## src/rtl/fp_pkg.sv

```systemverilog
// Shared constants, classification types and helpers for the floating-point units.
package fp_pkg;

    // Operand classification produced by fp_unpack.
    typedef enum logic [1:0] {
        CLS_ZERO,
        CLS_NORM,
        CLS_INF,
        CLS_NAN
    } fp_class_e;

    // Early special-value decision carried down the multiplier pipeline.
    typedef enum logic [1:0] {
        SPC_NONE,
        SPC_NAN,
        SPC_INF,
        SPC_ZERO
    } fp_special_e;

    // Exception flag vector layout: {invalid, overflow, underflow, inexact, zero_res}.
    localparam int unsigned FLAG_W         = 5;
    localparam int unsigned FLAG_INVALID   = 4;
    localparam int unsigned FLAG_OVERFLOW  = 3;
    localparam int unsigned FLAG_UNDERFLOW = 2;
    localparam int unsigned FLAG_INEXACT   = 1;
    localparam int unsigned FLAG_ZERO      = 0;

    function automatic int exp_bias(input int exp_w);
        return (1 << (exp_w - 1)) - 1;
    endfunction

    function automatic int exp_ones(input int exp_w);
        return (1 << exp_w) - 1;
    endfunction

    // Canonical quiet NaN {0, all-ones, 1, 0...}, right-aligned in 64 bits.
    function automatic logic [63:0] canon_nan(input int exp_w, input int man_w);
        logic [63:0] v;
        v = (64'(exp_ones(exp_w)) << man_w) | (64'd1 << (man_w - 1));
        return v;
    endfunction

endpackage

```

## src/rtl/fp_mul_pipe_if.sv

```systemverilog
// Operand-issue and result handshake bundle for the pipelined multiplier.
interface fp_mul_pipe_if
    import fp_pkg::*;
#(
    parameter int EXP_W = 8,
    parameter int MAN_W = 23,
    parameter int TAG_W = 4
);
    logic                   in_valid;
    logic                   in_ready;
    logic [EXP_W+MAN_W:0]   in_a;
    logic [EXP_W+MAN_W:0]   in_b;
    logic [TAG_W-1:0]       in_tag;
    logic                   out_valid;
    logic                   out_ready;
    logic [EXP_W+MAN_W:0]   out_result;
    logic [TAG_W-1:0]       out_tag;
    logic [FLAG_W-1:0]      out_flags;

    modport master (
        output in_valid, in_a, in_b, in_tag, out_ready,
        input  in_ready, out_valid, out_result, out_tag, out_flags
    );

    modport slave (
        input  in_valid, in_a, in_b, in_tag, out_ready,
        output in_ready, out_valid, out_result, out_tag, out_flags
    );
endinterface

```

## src/rtl/fp_unpack.sv

```systemverilog
// Splits one IEEE-754 operand into fields, classifies it and inserts the hidden bit.
// Subnormals are flushed to zero on input.
module fp_unpack
    import fp_pkg::*;
#(
    parameter int EXP_W = 8,
    parameter int MAN_W = 23
) (
    input  logic [EXP_W+MAN_W:0] op,
    output logic                 sign,
    output logic [EXP_W-1:0]     biased_exp,
    output logic [MAN_W:0]       man,
    output fp_class_e            cls
);
    logic [MAN_W-1:0] frac;

    // Field extraction and classification.
    always_comb begin
        sign       = op[EXP_W+MAN_W];
        biased_exp = op[EXP_W+MAN_W-1:MAN_W];
        frac       = op[MAN_W-1:0];
        cls        = CLS_NORM;
        man        = {1'b1, frac};
        if (biased_exp == '0) begin
            cls = CLS_ZERO;
            man = '0;
        end else if (biased_exp == '1) begin
            cls = (frac != '0) ? CLS_NAN : CLS_INF;
        end
    end
endmodule

```

## src/rtl/fp_mul_pipe.sv

```systemverilog
// Three-stage IEEE-754 multiplier: S1 unpack/classify/exponent, S2 mantissa
// product, S3 normalise/round/pack. A single global advance stalls every stage
// together while the output register is held.
module fp_mul_pipe
    import fp_pkg::*;
#(
    parameter int EXP_W = 8,
    parameter int MAN_W = 23,
    parameter int TAG_W = 4
) (
    input logic           clk,
    input logic           rst,
    fp_mul_pipe_if.slave  bus
);
    localparam int W  = 1 + EXP_W + MAN_W;
    localparam int PW = 2 * MAN_W + 2;
    localparam int XW = EXP_W + 2;

    localparam logic signed [XW-1:0] BIAS_S = XW'(exp_bias(EXP_W));
    localparam logic signed [XW-1:0] ONES_S = XW'(exp_ones(EXP_W));
    localparam logic [W-1:0]         QNAN   = W'(canon_nan(EXP_W, MAN_W));

    logic advance;

    // S1 combinational
    logic                   sa, sb;
    logic [EXP_W-1:0]       ea, eb;
    logic [MAN_W:0]         ma, mb;
    fp_class_e              ca, cb;
    fp_special_e            spc_d;
    logic                   inv_d;
    logic signed [XW-1:0]   exp_d;

    // S1 registers
    logic                   v1;
    logic                   s1_sign;
    logic signed [XW-1:0]   s1_exp;
    logic [MAN_W:0]         s1_ma, s1_mb;
    fp_special_e            s1_spc;
    logic                   s1_inv;
    logic [TAG_W-1:0]       s1_tag;

    // S2 registers
    logic                   v2;
    logic                   s2_sign;
    logic signed [XW-1:0]   s2_exp;
    logic [PW-1:0]          s2_prod;
    fp_special_e            s2_spc;
    logic                   s2_inv;
    logic [TAG_W-1:0]       s2_tag;

    // S3 combinational
    logic [PW-2:0]          norm;
    logic [MAN_W-1:0]       frac;
    logic                   g, r, st, rnd_up;
    logic [MAN_W:0]         frac_r;
    logic signed [XW-1:0]   exp_f;
    logic [W-1:0]           res_d;
    logic [FLAG_W-1:0]      flags_d;

    // Output registers (S3)
    logic                   out_valid_q;
    logic [W-1:0]           out_result_q;
    logic [TAG_W-1:0]       out_tag_q;
    logic [FLAG_W-1:0]      out_flags_q;

    assign advance        = !out_valid_q || bus.out_ready;
    assign bus.in_ready   = advance;
    assign bus.out_valid  = out_valid_q;
    assign bus.out_result = out_result_q;
    assign bus.out_tag    = out_tag_q;
    assign bus.out_flags  = out_flags_q;

    fp_unpack #(.EXP_W(EXP_W), .MAN_W(MAN_W)) u_unpack_a (
        .op(bus.in_a), .sign(sa), .biased_exp(ea), .man(ma), .cls(ca)
    );

    fp_unpack #(.EXP_W(EXP_W), .MAN_W(MAN_W)) u_unpack_b (
        .op(bus.in_b), .sign(sb), .biased_exp(eb), .man(mb), .cls(cb)
    );

    // S1: special-value priority and unbiased exponent sum.
    always_comb begin
        spc_d = SPC_NONE;
        inv_d = 1'b0;
        exp_d = $signed({2'b00, ea}) + $signed({2'b00, eb}) - BIAS_S;
        if (ca == CLS_NAN || cb == CLS_NAN) begin
            spc_d = SPC_NAN;
        end else if ((ca == CLS_INF && cb == CLS_ZERO) || (ca == CLS_ZERO && cb == CLS_INF)) begin
            spc_d = SPC_NAN;
            inv_d = 1'b1;
        end else if (ca == CLS_INF || cb == CLS_INF) begin
            spc_d = SPC_INF;
        end else if (ca == CLS_ZERO || cb == CLS_ZERO) begin
            spc_d = SPC_ZERO;
        end
    end

    // S1 register stage.
    always_ff @(posedge clk or posedge rst) begin
        if (rst) begin
            v1      <= 1'b0;
            s1_sign <= 1'b0;
            s1_exp  <= '0;
            s1_ma   <= '0;
            s1_mb   <= '0;
            s1_spc  <= SPC_NONE;
            s1_inv  <= 1'b0;
            s1_tag  <= '0;
        end else if (advance) begin
            v1      <= bus.in_valid;
            s1_sign <= sa ^ sb;
            s1_exp  <= exp_d;
            s1_ma   <= ma;
            s1_mb   <= mb;
            s1_spc  <= spc_d;
            s1_inv  <= inv_d;
            s1_tag  <= bus.in_tag;
        end
    end

    // S2 register stage: full-width mantissa product.
    always_ff @(posedge clk or posedge rst) begin
        if (rst) begin
            v2      <= 1'b0;
            s2_sign <= 1'b0;
            s2_exp  <= '0;
            s2_prod <= '0;
            s2_spc  <= SPC_NONE;
            s2_inv  <= 1'b0;
            s2_tag  <= '0;
        end else if (advance) begin
            v2      <= v1;
            s2_sign <= s1_sign;
            s2_exp  <= s1_exp;
            s2_prod <= PW'(s1_ma) * PW'(s1_mb);
            s2_spc  <= s1_spc;
            s2_inv  <= s1_inv;
            s2_tag  <= s1_tag;
        end
    end

    // S3: normalise so the leading one sits above the fraction, RNE round,
    // fold the rounding carry into the exponent, then range-check and pack.
    always_comb begin
        norm    = s2_prod[PW-1] ? s2_prod[PW-2:0] : {s2_prod[PW-3:0], 1'b0};
        frac    = norm[PW-2 -: MAN_W];
        g       = norm[MAN_W];
        r       = norm[MAN_W-1];
        st      = |norm[MAN_W-2:0];
        rnd_up  = g & (r | st | frac[0]);
        frac_r  = {1'b0, frac} + {{MAN_W{1'b0}}, rnd_up};
        exp_f   = s2_exp
                + $signed({{(XW-1){1'b0}}, s2_prod[PW-1]})
                + $signed({{(XW-1){1'b0}}, frac_r[MAN_W]});
        res_d   = '0;
        flags_d = '0;
        case (s2_spc)
            SPC_NAN: begin
                res_d = QNAN;
                flags_d[FLAG_INVALID] = s2_inv;
            end
            SPC_INF: begin
                res_d = {s2_sign, {EXP_W{1'b1}}, {MAN_W{1'b0}}};
            end
            SPC_ZERO: begin
                res_d = {s2_sign, {(W-1){1'b0}}};
                flags_d[FLAG_ZERO] = 1'b1;
            end
            default: begin
                if (exp_f >= ONES_S) begin
                    res_d = {s2_sign, {EXP_W{1'b1}}, {MAN_W{1'b0}}};
                    flags_d[FLAG_OVERFLOW] = 1'b1;
                    flags_d[FLAG_INEXACT]  = 1'b1;
                end else if (exp_f[XW-1] || exp_f == '0) begin
                    res_d = {s2_sign, {(W-1){1'b0}}};
                    flags_d[FLAG_UNDERFLOW] = 1'b1;
                    flags_d[FLAG_INEXACT]   = 1'b1;
                    flags_d[FLAG_ZERO]      = 1'b1;
                end else begin
                    res_d = {s2_sign, exp_f[EXP_W-1:0], frac_r[MAN_W-1:0]};
                    flags_d[FLAG_INEXACT] = g | r | st;
                end
            end
        endcase
    end

    // Output register: payload loads only with a real result so it holds otherwise.
    always_ff @(posedge clk or posedge rst) begin
        if (rst) begin
            out_valid_q  <= 1'b0;
            out_result_q <= '0;
            out_tag_q    <= '0;
            out_flags_q  <= '0;
        end else if (advance) begin
            out_valid_q <= v2;
            if (v2) begin
                out_result_q <= res_d;
                out_tag_q    <= s2_tag;
                out_flags_q  <= flags_d;
            end
        end
    end
endmodule

```

## src/flat_wrapper.sv

```systemverilog
// flat-port wrapper written by rule: the top's interface ports become plain ports
module fp_mul_pipe_flat import fp_pkg::*;
#(
    parameter int EXP_W = 8,
    parameter int MAN_W = 23,
    parameter int TAG_W = 4
)
  (clk, rst, bus_in_valid, bus_in_a, bus_in_b, bus_in_tag, bus_out_ready, bus_in_ready, bus_out_valid, bus_out_result, bus_out_tag, bus_out_flags);
  fp_mul_pipe_if #(.EXP_W(EXP_W), .MAN_W(MAN_W), .TAG_W(TAG_W)) bus_i ();
  input logic clk;
  input logic rst;
  input wire logic [$bits(bus_i.in_valid)-1:0] bus_in_valid;
  input wire logic [$bits(bus_i.in_a)-1:0] bus_in_a;
  input wire logic [$bits(bus_i.in_b)-1:0] bus_in_b;
  input wire logic [$bits(bus_i.in_tag)-1:0] bus_in_tag;
  input wire logic [$bits(bus_i.out_ready)-1:0] bus_out_ready;
  output wire logic [$bits(bus_i.in_ready)-1:0] bus_in_ready;
  output wire logic [$bits(bus_i.out_valid)-1:0] bus_out_valid;
  output wire logic [$bits(bus_i.out_result)-1:0] bus_out_result;
  output wire logic [$bits(bus_i.out_tag)-1:0] bus_out_tag;
  output wire logic [$bits(bus_i.out_flags)-1:0] bus_out_flags;
  assign bus_i.in_valid = bus_in_valid;
  assign bus_i.in_a = bus_in_a;
  assign bus_i.in_b = bus_in_b;
  assign bus_i.in_tag = bus_in_tag;
  assign bus_i.out_ready = bus_out_ready;
  assign bus_in_ready = bus_i.in_ready;
  assign bus_out_valid = bus_i.out_valid;
  assign bus_out_result = bus_i.out_result;
  assign bus_out_tag = bus_i.out_tag;
  assign bus_out_flags = bus_i.out_flags;
  fp_mul_pipe #(.EXP_W(EXP_W), .MAN_W(MAN_W), .TAG_W(TAG_W)) u_core (.clk(clk), .rst(rst), .bus(bus_i));
endmodule
```

## config.mk

```make
export PLATFORM = sky130hd
export DESIGN_NAME = fp_mul_pipe_flat
export DESIGN_NICKNAME = d
export VERILOG_FILES = /design/src/rtl/fp_pkg.sv /design/src/rtl/fp_mul_pipe_if.sv /design/src/rtl/fp_unpack.sv /design/src/rtl/fp_mul_pipe.sv /design/src/flat_wrapper.sv
export SDC_FILE = /design/constraint.sdc
export NUM_CORES = 2
export LEC_CHECK = 0
export ABC_AREA = 1
export CORE_MARGIN = 1.5
export CORE_UTILIZATION = 45
export CTS_CLUSTER_SIZE = 14
export DETAILED_ROUTE_END_ITERATION = 16
export PLACE_DENSITY = 0.74
export SLEW_MARGIN = 30
export SYNTH_ARGS = -nofsm -noshare
export SYNTH_HDL_FRONTEND = slang
export SYNTH_HIERARCHICAL = 1
export SYNTH_SLANG_ARGS = --single-unit
```

## constraint.sdc

```tcl
create_clock -name clk -period 7.2 [get_ports clk]
set_input_delay 1.44 -clock clk [delete_from_list [all_inputs] [get_ports clk]]
set_output_delay 1.44 -clock clk [all_outputs]
set_load 0.1 [all_outputs]
```

==> summary by stage <==
Clock network
Clock tree synthesis inserted a total of 17 buffers. The source-to-sink clock delay at the later pin of the worst-skew pair is 470 ps. The post-cts sizing count is 0. The CTS tree is done. After clock tree synthesis, the clock-pin slew on the worst setup and hold paths is 80 ps.

The number of hold buffers added after cts is 0. The tree is rooted in a sky130_fd_sc_hd__clkbuf_16. Buffers added to address setup during post-CTS repair amount to 0. The number of buffers on the longest clock path is 2. The clock net in this run drives a total of 176 sinks. The H-tree was split into 4 levels.

Routing
The remaining antenna violation count after routing is 0. The number of detailed-route iterations in the first pass is 5. The via total after detailed routing is 25020. After detailed routing, the number of remaining DRC violations is 0.

The detail-routed via count per cell is 4.919. Dividing the detail-routed wire length by the instance count gives 15.62 µm. The routed design has 79450 µm of wire. The initial DRC count is 1664.

Synthesis
The number of instances in the synthesized netlist is 4212. By area the synthesized netlist is led by sky130_fd_sc_hd__fa_1 32%, sky130_fd_sc_hd__nand2_1 18%, sky130_fd_sc_hd__dfrtp_1 15%, sky130_fd_sc_hd__inv_1 14%, sky130_fd_sc_hd__ha_1 8.2%. The area share of the largest cell type after synthesis is 32.21%. The post-synthesis net count is 4965. The mapped netlist covers 0.03008 mm².

Counting instances in the post-synthesis netlist gives the leading cell types as 1407 x sky130_fd_sc_hd__nand2_1, 1150 x sky130_fd_sc_hd__inv_1, 484 x sky130_fd_sc_hd__fa_1. Of all cell types, the one taking the most synthesized area is sky130_fd_sc_hd__fa_1. Among all cell types in the netlist, the one instantiated most often is sky130_fd_sc_hd__nand2_1. The fraction of the yosys area taken by sequential cells is 14.64%. The register bit count reported by yosys is 176. The number of warning messages in the yosys log is 6.

The async set or reset register ratio after synthesis is 100.0%. The number of distinct standard cells referenced by the synthesized netlist is 44. A synthesized cell averages 7.142 µm². The flip-flop cell with the highest count after synthesis is sky130_fd_sc_hd__dfrtp_1. The number of synthesized flops with an enable pin is 0.

Worst setup path
Among cell families on the critical path, the largest total delay comes from adder cells. The critical path in this run is classified as flop to flop. The kind of end point of the critical path is a flop. The startpoint type of the worst setup path is a flop. STA puts the critical path data required time at 7560 ps.

The standard cell with the maximum stage delay on the critical path is sky130_fd_sc_hd__fa_1. In this run the worst path has a maximum fanout of 25. The largest incremental delay on the critical path is 560 ps. STA puts the critical path data arrival time at 7160 ps.

The number of buffers and inverters on the critical path is 8.

GRT
The number of antenna violations at the first check in global routing is 0. The wire length of the first global-routing pass is 132800 µm. The number of global-route vias before repair came to 25870. The maximum number of pins on one net before global-route repair is 101. The global-route congestion overflow total is 0. Across every metal layer, demand over resource in global routing totals 24.81%.

Timing
The setup violation total in the final timing report is 0. The final hold slack is 469.9 ps. Static timing analysis puts the maximum clock frequency at 147.0 MHz. Setup repair after global routing left no endpoint under its margin. At the pin with the least slew margin, the transition time is 1018 ps. The clock arrives with 13.95 ps of skew. The number of max-slew violations in the final report is 0. The worst path uses 94.45% of the clock period. For the finished layout, the period the worst path requires is 6801 ps. The hold violation count in the final report is 0.

The remaining max-slew budget at the tightest pin is 31.91%. The minimum setup slack in the final design is 399.4 ps. The aggregate negative setup slack is 0 ps.

Die
The die outline area is 0.06841 mm². After floorplanning, the core was sized to cover 0.06598 mm². The cell row count is 94. The initial core utilization is 45.59%. During I/O placement, the number of pins put on the boundary was 115. The horizontal extent of the die is 261.5 µm. The height of the die is 261.5 µm.

Flow run
The number of maximum-capacitance violations is 0.

Place
Prior to clock tree synthesis, the placed netlist has a worst setup slack of 270.2 ps. Once placement completed, the tool counted placed cells totaling 5054. Detailed placement ended at an HPWL of 65930 µm. Routability-driven placement finished with a final weighted congestion of 0.9570. Buffers placed on the I/O ports in this run total 114.

Min path
The path class of the lowest-slack min-delay path is flop to flop.

Layout
The layout has 6417 filler cells. Summing all multi-input logic gate instances after layout gives 0.02045 mm². The layout overhead on the synthesized area is 8.319%. The count of placed standard cells in the final layout, fillers left out is 5086. The register cell area after layout is 0.004418 mm². The antenna diode count is 0.

The total number of nets in the final design is 4962. The share of cells above drive strength 1 is 3.813%.

Run status
The run finished with clean final reports.
## worst register-to-register path: cells and delay by family (launching register included)
kind                     cells  cell delay, ps
flip-flops                   1             330
adder cells (fa/ha/maj)      8            3950
AO/OA/AOI/OAI                1             440
buffers and inverters        8             720
AND/OR/NAND/NOR              9            1250
## area by class of cell
| class | count | area share [%] |
|---|---|---|
| tap | 864 | 3.318 |
| sequential | 176 | 13.56 |
| multi-input combinational | 2674 | 62.76 |
| timing repair buffer | 184 | 5.215 |
| clock inverter | 14 | 0.4531 |
| clock buffer | 18 | 1.348 |
| inverter | 1156 | 13.35 |
## cells in the final DEF (no fill, tap or decap), types with 4 or more instances in the layout
cell                                 n
sky130_fd_sc_hd__nor2_1            206
sky130_fd_sc_hd__inv_1            1148
sky130_fd_sc_hd__o21bai_1            7
sky130_fd_sc_hd__xor2_1             18
sky130_fd_sc_hd__nand3b_1           11
sky130_fd_sc_hd__a21oi_1            36
sky130_fd_sc_hd__o21ai_2             6
sky130_fd_sc_hd__clkinv_8            4
sky130_fd_sc_hd__xnor2_1             7
sky130_fd_sc_hd__inv_8               4
sky130_fd_sc_hd__fa_1              484
sky130_fd_sc_hd__o21ai_1             9
sky130_fd_sc_hd__buf_4              66
sky130_fd_sc_hd__clkdlybuf4s50_1   114
sky130_fd_sc_hd__ha_1              197
sky130_fd_sc_hd__clkbuf_16          17
sky130_fd_sc_hd__nand2_1          1407
sky130_fd_sc_hd__nor2_2             12
sky130_fd_sc_hd__nand3_1           121
sky130_fd_sc_hd__dfrtp_1           165
sky130_fd_sc_hd__o21ai_0            77
sky130_fd_sc_hd__or2_2              15
sky130_fd_sc_hd__dfrtp_2            11
sky130_fd_sc_hd__nand4_1            32
## sequential cells by signal, summed over array words and instances, names as in the netlist
signal                 cells
u_core/s2_prod            48
u_core/bus.out_result     32
u_core/s1_ma              24
u_core/s1_mb              24
u_core/s1_exp             10
u_core/s2_exp             10
u_core/bus.out_flags       5
u_core/bus.out_tag         4
u_core/s1_tag              4
u_core/s2_tag              4
u_core/s1_spc              2
u_core/s2_spc              2
u_core/bus.out_valid       1
u_core/s1_inv              1
u_core/s1_sign             1
u_core/s2_inv              1
u_core/s2_sign             1
u_core/v1                  1
u_core/v2                  1
## stage by stage
step                      area (µm²)  utilization [%]
after floorplan                30080                -
after global placement         31960            48.44
after detailed placement       31970            48.45
after CTS                      32560            49.34
after global routing           32580            49.38
final                          32580            49.38
## layer usage
| metal | vias to the layer above | wire, µm | part of all wire (%) | global-route usage [%] |
|---|---|---|---|---|
| met1 | 12120 | 33240 | 42 | 31.79 |
| met3 | 198 | 4089 | 5.1 | 2.420 |
| met5 | - | 0 | 0 | 0 |
| met4 | 0 | 3672 | 4.6 | 10.90 |
| met2 | 809 | 38450 | 48 | 42.65 |
| li1 | 11890 | - | - | - |
## cells by family after synthesis
kind of cell             Yosys count  synth area share (%)
buffers and inverters           1362                 17.42
flip-flops                       176                 14.64
adder cells (fa/ha/maj)          681                 40.41
AO/OA/AOI/OAI                    146                 2.666
AND/OR/NAND/NOR                 1821                 24.08
XOR/XNOR                          26                0.7820
## path summary, 6_finish.rpt
kind                                              start                             end  slack (ps)  cells after the start
hold / removal             u_core/s1_exp[1]$_DFFE_PP0N_    u_core/s2_exp[1]$_DFFE_PP0N_         470                      2
setup reg to reg           u_core/s1_ma[12]$_DFFE_PP0N_  u_core/s2_prod[33]$_DFFE_PP0N_         400                     26
hold reg to reg            u_core/s1_exp[1]$_DFFE_PP0N_    u_core/s2_exp[1]$_DFFE_PP0N_         470                      2
setup / recovery           u_core/s1_ma[12]$_DFFE_PP0N_  u_core/s2_prod[33]$_DFFE_PP0N_         400                     26
min in group asynchronous                           rst    u_core/s1_ma[20]$_DFFE_PP0N_        1500                      2
max in group asynchronous                           rst  u_core/s2_prod[24]$_DFFE_PP0N_        4520                      3
Power is not shown: default switching activity piles up to over one toggle a cycle in this logic, so the estimate is an artifact.
